`src/rtl/lsu_pkg.sv`:
```
// lsu_pkg: shared op/error encodings, FSM states and alignment rule for the load/store unit
package lsu_pkg;
  localparam logic [2:0] OP_W  = 3'd0;
  localparam logic [2:0] OP_B  = 3'd1;
  localparam logic [2:0] OP_H  = 3'd2;
  localparam logic [2:0] OP_BU = 3'd3;
  localparam logic [2:0] OP_HU = 3'd4;
  localparam logic [1:0] ERR_OK      = 2'd0;
  localparam logic [1:0] ERR_ALIGN   = 2'd1;
  localparam logic [1:0] ERR_TIMEOUT = 2'd2;
  localparam logic [1:0] ERR_OP      = 2'd3;
  typedef enum logic [1:0] {IDLE, BUS, RESP} state_t;
  function automatic logic misaligned(input logic [2:0] op, input logic [1:0] a);
    return (op == OP_W && a != 2'b00) || ((op == OP_H || op == OP_HU) && a[0]);
  endfunction
endpackage

```
`src/rtl/lsu_lane.sv`:
```
// lsu_lane: byte-lane steering for stores (enables, replication) and loads (select, extend)
module lsu_lane
  import lsu_pkg::*;
(
  input  logic [2:0]  op,
  input  logic [1:0]  addr_lo,
  input  logic [31:0] wdata,
  input  logic [31:0] rdata,
  output logic [3:0]  be,
  output logic [31:0] wdata_rep,
  output logic [31:0] rdata_ext
);
  logic        is_b;
  logic        is_h;
  logic [7:0]  b_lane;
  logic [15:0] h_lane;
  // decode access size, then steer lanes in both directions
  always_comb begin
    is_b      = op == OP_B || op == OP_BU;
    is_h      = op == OP_H || op == OP_HU;
    b_lane    = rdata[{addr_lo, 3'b000} +: 8];
    h_lane    = addr_lo[1] ? rdata[31:16] : rdata[15:0];
    be        = is_b ? 4'b0001 << addr_lo : is_h ? (addr_lo[1] ? 4'b1100 : 4'b0011) : 4'b1111;
    wdata_rep = is_b ? {4{wdata[7:0]}} : is_h ? {2{wdata[15:0]}} : wdata;
    rdata_ext = op == OP_B  ? {{24{b_lane[7]}}, b_lane} :
                op == OP_BU ? {24'b0, b_lane} :
                op == OP_H  ? {{16{h_lane[15]}}, h_lane} :
                op == OP_HU ? {16'b0, h_lane} : rdata;
  end
endmodule

```
`src/rtl/lsu_ctrl.sv`:
```
// lsu_ctrl: single-outstanding load/store initiator with alignment check and bus timeout
module lsu_ctrl
  import lsu_pkg::*;
#(
  parameter int TIMEOUT = 15
) (
  input  logic        clk,
  input  logic        rst,
  input  logic        req_valid,
  output logic        req_ready,
  input  logic        req_we,
  input  logic [2:0]  req_op,
  input  logic [31:0] req_addr,
  input  logic [31:0] req_wdata,
  output logic        resp_valid,
  output logic [31:0] resp_rdata,
  output logic [1:0]  resp_err,
  output logic        mem_req,
  output logic        mem_we,
  output logic [31:0] mem_addr,
  output logic [3:0]  mem_be,
  output logic [31:0] mem_wdata,
  input  logic        mem_ack,
  input  logic [31:0] mem_rdata
);
  state_t      state_q, state_d;
  logic [7:0]  cnt_q, cnt_d;
  logic        we_q, we_d;
  logic [2:0]  op_q, op_d;
  logic [31:0] addr_q, addr_d;
  logic [31:0] wdata_q, wdata_d;
  logic [31:0] rdata_q, rdata_d;
  logic [1:0]  err_q, err_d;
  logic [3:0]  be;
  logic [31:0] wdata_rep;
  logic [31:0] rdata_ext;

  lsu_lane u_lane (
    .op        (op_q),
    .addr_lo   (addr_q[1:0]),
    .wdata     (wdata_q),
    .rdata     (mem_rdata),
    .be        (be),
    .wdata_rep (wdata_rep),
    .rdata_ext (rdata_ext)
  );

  assign req_ready  = state_q == IDLE;
  assign resp_valid = state_q == RESP;
  assign resp_rdata = rdata_q;
  assign resp_err   = err_q;
  assign mem_req    = state_q == BUS;
  assign mem_we     = mem_req & we_q;
  assign mem_addr   = {addr_q[31:2], 2'b00};
  assign mem_be     = mem_req ? be : 4'b0000;
  assign mem_wdata  = mem_req ? wdata_rep : 32'b0;

  // next state, request latch, timeout counter and response capture
  always_comb begin
    state_d = state_q;
    cnt_d   = cnt_q;
    we_d    = we_q;
    op_d    = op_q;
    addr_d  = addr_q;
    wdata_d = wdata_q;
    rdata_d = rdata_q;
    err_d   = err_q;
    case (state_q)
      IDLE: if (req_valid) begin
        we_d    = req_we;
        op_d    = req_op;
        addr_d  = req_addr;
        wdata_d = req_wdata;
        cnt_d   = 8'd0;
        rdata_d = 32'b0;
        err_d   = req_op > OP_HU ? ERR_OP : misaligned(req_op, req_addr[1:0]) ? ERR_ALIGN : ERR_OK;
        state_d = (req_op > OP_HU || misaligned(req_op, req_addr[1:0])) ? RESP : BUS;
      end
      BUS: if (mem_ack) begin
        rdata_d = we_q ? 32'b0 : rdata_ext;
        err_d   = ERR_OK;
        state_d = RESP;
      end else if (cnt_q == 8'(TIMEOUT - 1)) begin
        rdata_d = 32'b0;
        err_d   = ERR_TIMEOUT;
        state_d = RESP;
      end else begin
        cnt_d = cnt_q + 8'd1;
      end
      default: state_d = IDLE;
    endcase
  end

  // state and datapath registers with synchronous reset
  always_ff @(posedge clk) begin
    if (rst) begin
      state_q <= IDLE;
      cnt_q   <= '0;
      we_q    <= 1'b0;
      op_q    <= '0;
      addr_q  <= '0;
      wdata_q <= '0;
      rdata_q <= '0;
      err_q   <= '0;
    end else begin
      state_q <= state_d;
      cnt_q   <= cnt_d;
      we_q    <= we_d;
      op_q    <= op_d;
      addr_q  <= addr_d;
      wdata_q <= wdata_d;
      rdata_q <= rdata_d;
      err_q   <= err_d;
    end
  end
endmodule

```
`config.mk`:
```
export PLATFORM = sky130hd
export DESIGN_NAME = lsu_ctrl
export DESIGN_NICKNAME = d
export VERILOG_FILES = /design/src/rtl/lsu_pkg.sv /design/src/rtl/lsu_lane.sv /design/src/rtl/lsu_ctrl.sv
export SDC_FILE = /design/constraint.sdc
export NUM_CORES = 1
export LEC_CHECK = 0
export BUFFER_PORTS_ARGS = -buffer_cell sky130_fd_sc_hd__buf_2
export CAP_MARGIN = 20
export CORE_ASPECT_RATIO = 1.25
export CORE_MARGIN = 2
export CORE_UTILIZATION = 55
export CTS_BUF_LIST = sky130_fd_sc_hd__clkbuf_8
export DETAILED_ROUTE_END_ITERATION = 16
export PLACE_DENSITY = 0.89
export SYNTH_ARGS = -nofsm -noshare
export SYNTH_HDL_FRONTEND = slang
export SYNTH_SLANG_ARGS = --single-unit
```
`constraint.sdc`:
```
create_clock -name clk -period 5.4 [get_ports clk]
set_input_delay 0.54 -clock clk [delete_from_list [all_inputs] [get_ports clk]]
set_output_delay 0.54 -clock clk [all_outputs]
set_load 0.1 [all_outputs]
```
Word-level counts from Yosys, hierarchy flattened
Cells that the tools add are included.
{"block": "word_totals", "reg_bits": 112, "output_inout_bits": 106, "word_cells": 72}
{"block": "op_classes", "n_addsub": 1, "order_cmp": 1, "n_eq_ne": 13, "shift": 2, "muxes": 31, "bitwise_logic": 1, "reduce_logical": 15}
{"cell": "two-way mux 32 bit", "count": 11}
{"cell": "one-hot mux 32 bit (2 select lines)", "count": 1}
{"cell": "variable part select 32 x 6 -> 8 bit", "count": 1}
{"cell": "two-way mux 8 bit", "count": 3}
{"cell": "two-way mux 16 bit", "count": 1}
{"cell": "two-way mux 4 bit", "count": 4}
{"cell": "one-hot mux 8 bit (2 select lines)", "count": 1}
{"cell": "two-way mux 2 bit", "count": 7}
{"cell": "equality test 3 x 2 -> 1 bit, second input constant", "count": 3}
{"cell": "adder 8 x 1 -> 8 bit, second input constant", "count": 1}
{"cell": "equality test 8 x 4 -> 1 bit, second input constant", "count": 1}
{"cell": "one-hot mux 2 bit (2 select lines)", "count": 2}
{"cell": "equality test 3 bit, second input constant", "count": 2}
{"cell": "inequality test 2 bit, second input constant", "count": 3}
{"cell": "logical OR 1 bit", "count": 5}
{"cell": "AND reduction 2 bit", "count": 2}
{"cell": "AND reduction 4 bit", "count": 1}
{"cell": "nonzero test 2 bit", "count": 2}
{"cell": "<< shifter 1 x 2 -> 4 bit, first input constant", "count": 1}
{"cell": "equality test 3 x 1 -> 1 bit, second input constant", "count": 1}
{"cell": "> comparator 3 bit, second input constant", "count": 1}
{"cell": "logical NOT 3 bit", "count": 1}
{"cell": "inequality test 3 x 1 -> 1 bit, second input constant", "count": 1}
{"cell": "AND reduction 3 bit", "count": 1}
{"cell": "6 further kinds", "count": 7}

Longest topological paths before layout
Gate-level depths: netlist (run 1).
{"block": "depth", "depth_word": 8, "ltp_mapped": 7, "depth_no_buf": 6}

By module
From an unflattened synthesis (run 1), not the netlist that was laid out.
{"block": "unflattened", "hier_cells": 782, "area_unflattened_um2": 6341.1}
{"module": "lsu_ctrl", "n_inst": 1, "cells_per_inst": 521, "area_each_um2": 4504.3, "seq_area_each_um2": 2242.2}
{"module": "lsu_lane", "n_inst": 1, "cells_per_inst": 261, "area_each_um2": 1836.8, "seq_area_each_um2": 0.0}

Least setup slack after synthesis (run 1)
OpenSTA, ideal clock, no wires.
{"block": "synth_path", "kind": "reg2out", "startpoint": "register op_q[2]", "endpoint": "output mem_wdata[24]", "t_arrival_ns": 3.349, "slack_ns": 1.511, "stages_incl_launch_ff": 6, "path_buffers": 1, "cell_sequence": "dfxtp_1 -> buf_4 -> xnor2_1 -> nor2_2 -> mux2i_1 -> a211oi_1"}
{"block": "synth_between", "elab_chain_cells": 5, "elab_cells_between_ends": 9, "classes_between": "eq/ne (4); mux (3); reduce/logical (2)"}
{"item": "start: declaration", "line_no": "lsu_ctrl.sv:29", "source": "logic [2:0] op_q, op_d;"}
{"item": "start signal: assignment", "line_no": "lsu_ctrl.sv:109", "source": "op_q <= op_d;"}
{"item": "equality test 3 x 2 -> 1 bit or equality test 3 bit (tied branches)", "line_no": "lsu_lane.sv:20", "source": "is_h = op == OP_H || op == OP_HU;"}
{"item": "logical OR 1 bit", "line_no": "lsu_lane.sv:20"}
{"item": "two-way mux 32 bit", "line_no": "lsu_lane.sv:24", "source": "wdata_rep = is_b ? {4{wdata[7:0]}} : is_h ? {2{wdata[15:0]}} : wdata;"}
{"item": "two-way mux 32 bit *", "line_no": "lsu_lane.sv:24"}
{"item": "two-way mux 32 bit *", "line_no": "lsu_ctrl.sv:56", "source": "assign mem_wdata = mem_req ? wdata_rep : 32'b0;"}
{"item": "end: declaration", "line_no": "lsu_ctrl.sv:22", "source": "output logic [31:0] mem_wdata,"}
Mark *: on every way between the ends. The rest lies on a longest branch, timed or not.

Final worst setup path (run 1)
{"block": "layout_path", "startpoint": "register op_q[1]", "endpoint": "output mem_wdata[29]"}
The elaborated chain is that of the path after synthesis.

==> flow_metrics.py, run 1 <==
metrics = {
    "drt": {
        "vias": 5275,
        "drtIter0Drc": 346,
        "dr.pass1.iters": 5,
        "antenna_left": 0,
        "wl_per_cell_um": 15.6,
        "drc": 0,
        "wl_mm": 14.8,
        "viasPerCell": 5.55,
    },
    "critical_path": {
        "startpoint": "op_q[1]",
        "rr_startpoint": "addr_q[1]",
        "worstPathMaxFanout": 13,
        "critPathRequiredTime_ns": 4.86,
        "worstSetupEndpointType": "output pin",
        "start_kind": "register",
        "reg2regPathDepth": 4,
        "crit_chain": "xnor2_1 > nor2_2 > mux2i_1 > a211oi_1 > buf_2",
        "critPathKind": "register to output pin",
        "ff2ff_setup_slack_ns": 2.90,
        "worst_path_dominant_cell_family": "flip-flops",
        "cp_num_buf_inv": 1,
        "cp.arrival_ns": 2.50,
        "cp_slowest_cell": "dfxtp_1",
        "r2r-end": "resp_rdata[14]",
        "slowest_delay_ns": 0.61,
    },
    "outcome": {
        "status": "complete, no violations",
    },
    "sta": {
        "slew_viol_final": 0,
        "timing.max_slew.rel_slack_pct": 29.4,
        "clock.fmax_ghz": 0.329,
        "final.setup_skew_ns": 0.0106,
        "setup_viol": 0,
        "hold_viol": 0,
        "worst_slew_pin_slew_ns": 1.05,
        "period_needed_ns": 3.04,
        "fin_crit_sh_pct": 56.4,
        "setup_tns_ns": 0,
        "grt_setup_unrepaired": "false",
        "timing.hold.ws_ns": 0.394,
    },
    "power_and_ir_drop": {
        "vdd_drop_max_uv": 215,
        "p_switching_uw": 707,
        "power_leakage_nw": 2.85,
        "power_frac_clock_pct": 25.2,
        "swShare_pct": 37.1,
        "seqPwrFrac_pct": 47.6,
        "pwr-share-comb_pct": 27.2,
        "power-per-cell-area_mw_per_mm2": 295,
        "p_int_mw": 1.20,
        "p_total_mw": 1.91,
    },
    "final_layout": {
        "diodes": 0,
        "final_nets": 926,
        "area_growth_pct": 18.7,
        "drive_gt1_share_pct": 30.4,
        "num-fill-cells": 857,
    },
    "yosys": {
        "synth_edf_count": 0,
        "synth.top_cells.by_count": "nand2_1 (163), dfxtp_1 (112), a21oi_1 (89), nor2_1 (40), buf_4 (36)",
        "yosysUniqueCellTypes": 49,
        "syn_inst": 673,
        "yosys.cell_count.top_type": "nand2_1",
        "synth.area.top_cells": "dfxtp_1 (41%), nand2_1 (11%), a21oi_1 (8.2%)",
        "synth_top_flop_cell": "dfxtp_1",
        "synth_largest_area_cell": "dfxtp_1",
        "syn_area_mm2": 0.00544,
        "ys_seq_area_share_pct": 41.2,
        "async_flop_share_pct": 0,
        "synth_seq_cells": 112,
        "avgSynthCellArea_um2": 8.08,
        "yosys_warnings": 0,
        "synth_top_cell_area_share_pct": 41.2,
    },
    "min_path": {
        "min_from": "req_wdata[20]",
        "hold_depth": 3,
        "hold_path_class": "primary input to register",
        "hold_end": "wdata_q[20]",
    },
    "floorplan": {
        "core_area_mm2": 0.00961,
        "initial_core_util_pct": 56.6,
        "die_w_um": 92.9,
        "ioPinCount": 210,
        "die_area_mm2": 0.0107,
        "dieHeight_um": 115,
        "num_rows": 40,
    },
    "clock_network": {
        "hold_buffers": 0,
        "clock_sinks": 112,
        "root_buffer": "clkbuf_8",
        "insertion_delay_ns": 0.37,
        "cts_tree": "built",
        "cts_max_path_buffers": 2,
        "cts_resized": 0,
        "cts_setup_buffers": 0,
        "cts-htree-levels": 3,
        "numCtsBuffers": 9,
        "clk_pin_slew_ns": 0.10,
    },
    "global_routing": {
        "antenna_found_initial": 1,
        "grt_pass1_vias": 4884,
        "grt_overflow": 0,
        "grt_use_total_pct": 27.4,
        "grt_max_degree": 82,
        "grt_first_pass_wirelength_mm": 23.6,
    },
    "place": {
        "dp_hpwl_mm": 10.6,
        "portBuffers": 207,
        "gp_congestion": 0.861,
    },
    "flow_run": {
        "max_cap_viol_count": 0,
    },
}
state kept, by name (all words and copies together), names as in the netlist:
| name | flops |
|---|---|
| addr_q | 32 |
| we_q | 1 |
| resp_err | 2 |
| state_q | 2 |
| resp_rdata | 32 |
| op_q | 3 |
| cnt_q | 8 |
| wdata_q | 32 |
worst max path at each step:
stage               endpoint  slack [ns]  cells past startpoint
2_1_floorplan  mem_wdata[24]        1.51                      5
4_1_cts        mem_wdata[26]        2.35                      5
6_report       mem_wdata[29]        2.36                      5
3_5_place_dp   mem_wdata[27]        2.79                      5
5_1_grt        mem_wdata[29]        2.20                      5
3_3_place_gp   mem_wdata[28]        2.80                      5
per-stage QoR:
stage / setup slack (ns) / area [um^2] / util (%) / cells
detailed placement: 2.79 / 6250 / 65.1 / 934
finish: 2.36 / 6450 / 67.2 / 951
CTS: 2.35 / 6450 / 67.1 / 950
floorplan: 1.51 / 5440 / - / 674
global placement: 2.80 / 6250 / 65.1 / 934
global route: 2.20 / 6450 / 67.2 / 951
power groups by stage:
stage,registers (mW),clock network (mW),logic (mW)
after floorplan,0.950,0,0.394
after global placement,0.925,0,0.510
after detailed placement,0.927,0,0.516
after CTS,0.908,0.490,0.517
after global routing,0.915,0.523,0.550
final,0.908,0.480,0.518
cells in the final DEF, fill, tap and decap left out, types with 3 or more instances in the layout:
cell        count
o21ai_0        17
clkinvlp_4      3
and3_1          9
nor3_1          6
buf_4           9
a21oi_1        88
dfxtp_1       112
buf_2         207
inv_1           6
and2_1          9
nand2_1       162
o22ai_1         8
mux4_2          8
clkbuf_8       12
o2bb2ai_1      30
or3_1           5
nor2b_1         4
nor2_1         40
nand2b_1        6
xnor2_1         3
mux2i_1        20
nand3_1         4
a211oi_1       19
worst min-delay path: stages:
cell	delay [ns]
buf_2	0.09
nand2_1	0.05
a21oi_1	0.05
logic make-up (layout without fill, tap and decap cells):
family,Yosys count,in the layout,synth area share (%)
mux,28,28,6.99
flops,112,112,41.2
simple gates,258,258,20.7
fa+ha+maj,2,2,0.460
compound gates,181,181,21.0
other cells,1,2,0.0690
buf+inv,87,238,8.74
xor+xnor,4,4,0.782
cell type report:
type | count | area, um^2 | area share [%]
multi-input combinational | 475 | 2740 | 42.4
sequential | 112 | 2240 | 34.7
timing repair buffer | 216 | 1100 | 17.1
clock buffer | 12 | 165 | 2.56
tap | 126 | 158 | 2.44
clock inverter | 4 | 27.5 | 0.427
inverter | 6 | 22.5 | 0.349
metal layers:
metal	part of all wire, %	GRT usage [%]	up-vias
met1	40	33.1	2405
met3	8.3	5.44	39
met2	48	46.8	255
met4	3.4	13.0	2
met5	0.088	0	-
li1	-	-	2574
Power figures use the tool's default switching activity.
==> run 2, diff against run 1 <==
--- a/config.mk
+++ b/config.mk
@@ -9,10 +9,10 @@
 export CAP_MARGIN = 20
 export CORE_ASPECT_RATIO = 1.25
 export CORE_MARGIN = 2
-export CORE_UTILIZATION = 55
+export CORE_UTILIZATION = 51
 export CTS_BUF_LIST = sky130_fd_sc_hd__clkbuf_8
 export DETAILED_ROUTE_END_ITERATION = 16
-export PLACE_DENSITY = 0.89
+export PLACE_DENSITY = 0.83
 export SYNTH_ARGS = -nofsm -noshare
 export SYNTH_HDL_FRONTEND = slang
 export SYNTH_SLANG_ARGS = --single-unit
==> constraint.sdc (replaced) <==
create_clock -name clk -period 3.1 [get_ports clk]
set_input_delay 0.31 -clock clk [delete_from_list [all_inputs] [get_ports clk]]
set_output_delay 0.31 -clock clk [all_outputs]
set_load 0.1 [all_outputs]
==> run 2 against run 1 <==
  * Register-to-register slack worse by 2.1 ns
  * Highest routed layer is now met4
  * Clock skew is 0.0016 ns higher
  * Utilization is 3.3 points lower
  * Routed wire length is 1.2% higher
  * Sequential cell count stayed put
  * First-iteration DRC count is 0.29% higher
  * Setup slack worse by 2.1 ns
  * Hold slack worse by 0.24 ns
  * Sequential power is 74% higher
==> flow_metrics.py, run 2 (synthesized netlist as in run 1, its figures left out) <==
metrics = {
    "power_and_ir_drop": {
        "power-per-cell-area_mw_per_mm2": 502,
        "power_leakage_nw": 2.91,
        "vdd_drop_max_uv": 420,
        "p_total_mw": 3.37,
    },
    "critical_path": {
        "cp.arrival_ns": 2.48,
        "worst_path_dominant_cell_family": "flip-flops",
        "startpoint": "op_q[2]",
        "worstSetupEndpointType": "output pin",
        "cp_num_buf_inv": 2,
        "critPathRequiredTime_ns": 2.79,
        "rr_startpoint": "state_q[0]",
        "cp_slowest_cell": "dfxtp_1",
        "crit_chain": "xnor2_1 > o21ai_1 > buf_4 > mux2i_1 > nor2_1 > buf_12",
        "critPathKind": "register to output pin",
        "start_kind": "register",
        "worstPathMaxFanout": 11,
        "slowest_delay_ns": 0.57,
    },
    "final_layout": {
        "final_cell_mix": "buf_2 (195), nand2_1 (162), dfxtp_1 (112)",
        "mostFrequentLayoutCell": "buf_2",
        "num-fill-cells": 946,
        "final_nets": 927,
        "design_area_mm2": 0.00671,
        "area_growth_pct": 23.5,
        "drive_gt1_share_pct": 31.5,
    },
    "global_routing": {
        "grt_first_pass_wirelength_mm": 23.1,
        "grt_overflow": 0,
        "grt_max_degree": 80,
        "grt_use_total_pct": 25.6,
        "grt_pass1_vias": 4696,
        "antenna_found_initial": 0,
    },
    "floorplan": {
        "num_rows": 42,
        "core_area_mm2": 0.0105,
        "ioPinCount": 210,
        "initial_core_util_pct": 51.7,
        "dieHeight_um": 119,
        "die_area_mm2": 0.0115,
        "die_w_um": 96.4,
    },
    "sta": {
        "grt_setup_unrepaired": "false",
        "clock.fmax_ghz": 0.358,
        "period_needed_ns": 2.79,
        "setup_viol": 0,
        "hold_viol": 0,
        "fin_crit_sh_pct": 90.1,
        "worst_slew_pin_slew_ns": 0.875,
        "timing.hold.ws_ns": 0.152,
        "slew_viol_final": 0,
        "setup_tns_ns": 0,
        "timing.max_slew.rel_slack_pct": 41.2,
        "final.setup_skew_ns": 0.0122,
    },
    "clock_network": {
        "numCtsBuffers": 9,
        "clock_sinks": 112,
        "cts_resized": 0,
        "hold_buffers": 0,
        "clk_pin_slew_ns": 0.12,
        "cts_max_path_buffers": 2,
        "insertion_delay_ns": 0.37,
        "cts-htree-levels": 3,
        "cts_setup_buffers": 0,
        "root_buffer": "clkbuf_8",
        "cts_tree": "built",
    },
    "place": {
        "postPlaceCellArea_mm2": 0.00651,
        "gp_congestion": 0.974,
        "dp_hpwl_mm": 11.1,
        "portBuffers": 207,
    },
    "drt": {
        "drc": 0,
        "wl_mm": 15.0,
        "wl_per_cell_um": 15.6,
        "vias": 5255,
        "viasPerCell": 5.47,
        "antenna_left": 0,
        "drtIter0Drc": 347,
        "dr.pass1.iters": 5,
    },
    "flow_run": {
        "max_cap_viol_count": 0,
    },
    "outcome": {
        "status": "complete, no violations",
    },
    "min_path": {
        "min_from": "req_addr[13]",
        "hold_path_class": "primary input to register",
    },
}
run 2: cell count changes in the layout (fill, tap and decap cells not counted), sizes merged:
cell and delta:
diode +2, buf +1, inv +2, clkinv +3
clkinvlp -3, clkbuf -2
run 2: power breakdown:
group          internal [mW]  switching, mW  leakage [nW]  total [mW]
registers               1.51         0.0685         0.914        1.58
clock network          0.335          0.528         0.102       0.863
logic                  0.240          0.689          1.89       0.929
run 2: final cells by class:
type | instances | area (um^2) | area share, %
diodes | 2 | 5.00 | 0.0745
clock buffers | 10 | 138 | 2.05
clock inverters | 6 | 62.6 | 0.932
inverters | 6 | 22.5 | 0.335
multi-input cells | 475 | 2780 | 41.3
flip-flops and latches | 112 | 2240 | 33.4
well taps | 132 | 165 | 2.46
repair buffers | 217 | 1300 | 19.4
run 2: path summary, 6_finish.rpt:
path,slack [ns],cells past startpoint,endpoint
hold reg to reg,0.46,2,addr_q[26]
setup / recovery,0.31,6,mem_wdata[23]
hold / removal,0.15,3,addr_q[13]
setup reg to reg,0.80,4,resp_rdata[16]
run 2: per-stage QoR:
| step | cells | setup WS [ns] | utilization (%) |
|---|---|---|---|
| after floorplan | 674 | 0.116 | - |
| after CTS | 958 | 0.295 | 63.8 |
| after global routing | 958 | 0.116 | 63.8 |
| after global placement | 942 | 0.793 | 61.9 |
| final | 960 | 0.306 | 63.9 |
| after detailed placement | 942 | 0.729 | 61.9 |
run 2: layer usage:
metal	routed length [um]	global-route usage (%)	up-vias
li1	-	-	2589
met1	6000	32.1	2407
met4	361	9.60	0
met2	7440	42.1	226
met5	0	0	-
met3	1200	6.26	33
run 2: worst reg2reg max path, stage by stage (launching register included):
cell and delay (ns):
dfxtp_1 0.52, nand2b_1 0.45, nor4b_4 0.66, o311ai_4 0.36, o2bb2ai_1 0.25
==> run 3, diff against run 2 <==
==> constraint.sdc (replaced) <==
create_clock -name clk -period 3 [get_ports clk]
set_input_delay 0.3 -clock clk [delete_from_list [all_inputs] [get_ports clk]]
set_output_delay 0.3 -clock clk [all_outputs]
set_load 0.1 [all_outputs]
==> run 3 against run 2 <==
  * Sequential cell count stayed put
  * Cell count is 0.10% lower
  * Clock skew is 0.0013 ns higher
  * Largest cell class unchanged
  * Non-clock buffer count is 1 higher
  * Die area stayed put
  * Clock-buffer cell count is 1 lower
  * Routed wire length is 3.0% higher
==> flow_metrics.py, run 3 (synthesized netlist as in run 1, its figures left out) <==
metrics = {
    "critical_path": {
        "cp.arrival_ns": 2.38,
        "cp_slowest_cell": "dfxtp_1",
        "worstSetupEndpointType": "output pin",
        "worst_path_dominant_cell_family": "flip-flops",
        "critPathKind": "register to output pin",
        "cp_num_buf_inv": 1,
        "critPathRequiredTime_ns": 2.70,
        "slowest_delay_ns": 0.64,
        "worstPathMaxFanout": 13,
        "crit_chain": "xnor2_1 > nor2_2 > mux2i_1 > a211oi_2 > buf_12",
        "start_kind": "register",
    },
    "sta": {
        "period_needed_ns": 2.68,
        "setup_viol": 0,
        "hold_viol": 0,
        "slew_viol_final": 0,
        "grt_setup_unrepaired": "false",
        "setup_ws_ns": 0.324,
        "worst_slew_pin_slew_ns": 0.898,
        "clock.fmax_ghz": 0.374,
        "timing.max_slew.rel_slack_pct": 39.6,
        "fin_crit_sh_pct": 89.2,
        "final.setup_skew_ns": 0.0135,
        "setup_tns_ns": 0,
    },
    "floorplan": {
        "initial_core_util_pct": 51.7,
        "ioPinCount": 210,
        "dieHeight_um": 119,
        "core_area_mm2": 0.0105,
        "die_w_um": 96.4,
        "die_area_mm2": 0.0115,
        "num_rows": 42,
    },
    "drt": {
        "viasPerCell": 5.54,
        "vias": 5315,
        "wl_mm": 15.4,
        "drtIter0Drc": 325,
        "antenna_left": 0,
        "drc": 0,
        "wl_per_cell_um": 16.1,
        "dr.pass1.iters": 6,
    },
    "power_and_ir_drop": {
        "swShare_pct": 38.7,
        "vdd_drop_max_uv": 401,
        "power_frac_clock_pct": 25.6,
        "pwr-share-comb_pct": 28.1,
        "p_switching_mw": 1.36,
        "power_leakage_nw": 2.95,
        "p_int_mw": 2.16,
        "power-per-cell-area_mw_per_mm2": 510,
        "seqPwrFrac_pct": 46.3,
    },
    "clock_network": {
        "clock_sinks": 112,
        "root_buffer": "clkbuf_8",
        "clk_pin_slew_ns": 0.12,
        "insertion_delay_ns": 0.38,
        "cts-htree-levels": 3,
        "hold_buffers": 0,
        "numCtsBuffers": 9,
        "cts_resized": 0,
        "cts_max_path_buffers": 2,
        "cts_tree": "built",
        "cts_setup_buffers": 0,
    },
    "final_layout": {
        "area_growth_pct": 26.9,
        "drive_gt1_share_pct": 31.6,
        "final_nets": 928,
        "mostFrequentLayoutCell": "buf_2",
        "num-fill-cells": 929,
        "final_cell_mix": "buf_2 (184), nand2_1 (162), dfxtp_1 (112)",
        "multiInputGateArea_mm2": 0.00278,
        "diodes": 0,
        "regArea_mm2": 0.00224,
    },
    "global_routing": {
        "grt_overflow": 0,
        "grt_first_pass_wirelength_mm": 24.3,
        "antenna_found_initial": 0,
        "grt_use_total_pct": 26.8,
        "grt_pass1_vias": 4901,
        "grt_max_degree": 73,
    },
    "place": {
        "gp_congestion": 0.983,
        "dpl_worst_slack_ns": 0.749,
        "dp_hpwl_mm": 11.3,
        "portBuffers": 207,
    },
    "outcome": {
        "status": "complete, no violations",
    },
    "min_path": {
        "hold_path_class": "primary input to register",
    },
    "flow_run": {
        "max_cap_viol_count": 0,
    },
}
## run 3: cell count changes in the layout (fill, tap and decap cells not counted), sizes merged
cell,before,now
clkinvlp,0,1
diode,2,0
clkinv,4,2
inv,8,10
clkbuf,10,9
buf,217,218
## run 3: worst reg2reg max path, stage by stage, from the launching register on
cell	delay, ns
dfxtp_1	0.75
mux2i_1	0.35
nor3b_1	0.13
o31ai_1	0.76
o2bb2ai_1	0.17
## run 3: layer usage
layer	vias to the layer above	part of all wire, %	track usage, %
met5	-	0	0
met4	0	3.9	11.2
met3	43	8.5	6.20
met2	252	48	43.2
met1	2429	39	34.1
li1	2591	-	-
## run 3: power by group through the flow
stage / clock, mW / sequential, mW / combinational (mW)
detailed placement: 0 / 1.66 / 0.986
global placement: 0 / 1.66 / 0.975
finish: 0.902 / 1.63 / 0.988
floorplan: 0 / 1.71 / 0.716
global route: 0.968 / 1.64 / 1.05
CTS: 0.915 / 1.63 / 0.988
## run 3: final cells by class
class / count / share of cell area (%)
clock buffer: 9 / 1.79
clock inverter: 7 / 1.03
tap: 132 / 2.39
multi-input combinational: 475 / 40.2
timing repair buffer: 218 / 21.8
inverter: 6 / 0.326
sequential: 112 / 32.5
## run 3: worst paths after layout
kind                                  endpoint  slack, ns    startpoint  cells after the start
worst max-delay path             mem_wdata[27]       0.32       op_q[1]                      5
worst min-delay path                addr_q[21]       0.14  req_addr[21]                      3
worst max register to register  resp_rdata[14]       0.72     addr_q[1]                      4
worst min register to register      addr_q[21]       0.46    addr_q[21]                      2
## run 3: through the flow
step	power (mW)	utilization, %	hold WS [ns]	instances	area [um^2]
finish	3.52	65.7	0.143	959	6900
detailed placement	2.65	63.8	0.444	943	6710
global route	3.66	65.7	0.132	959	6900
global placement	2.64	63.8	0.438	943	6710
CTS	3.53	65.7	0.129	959	6900
floorplan	2.43	-	0.436	674	5480
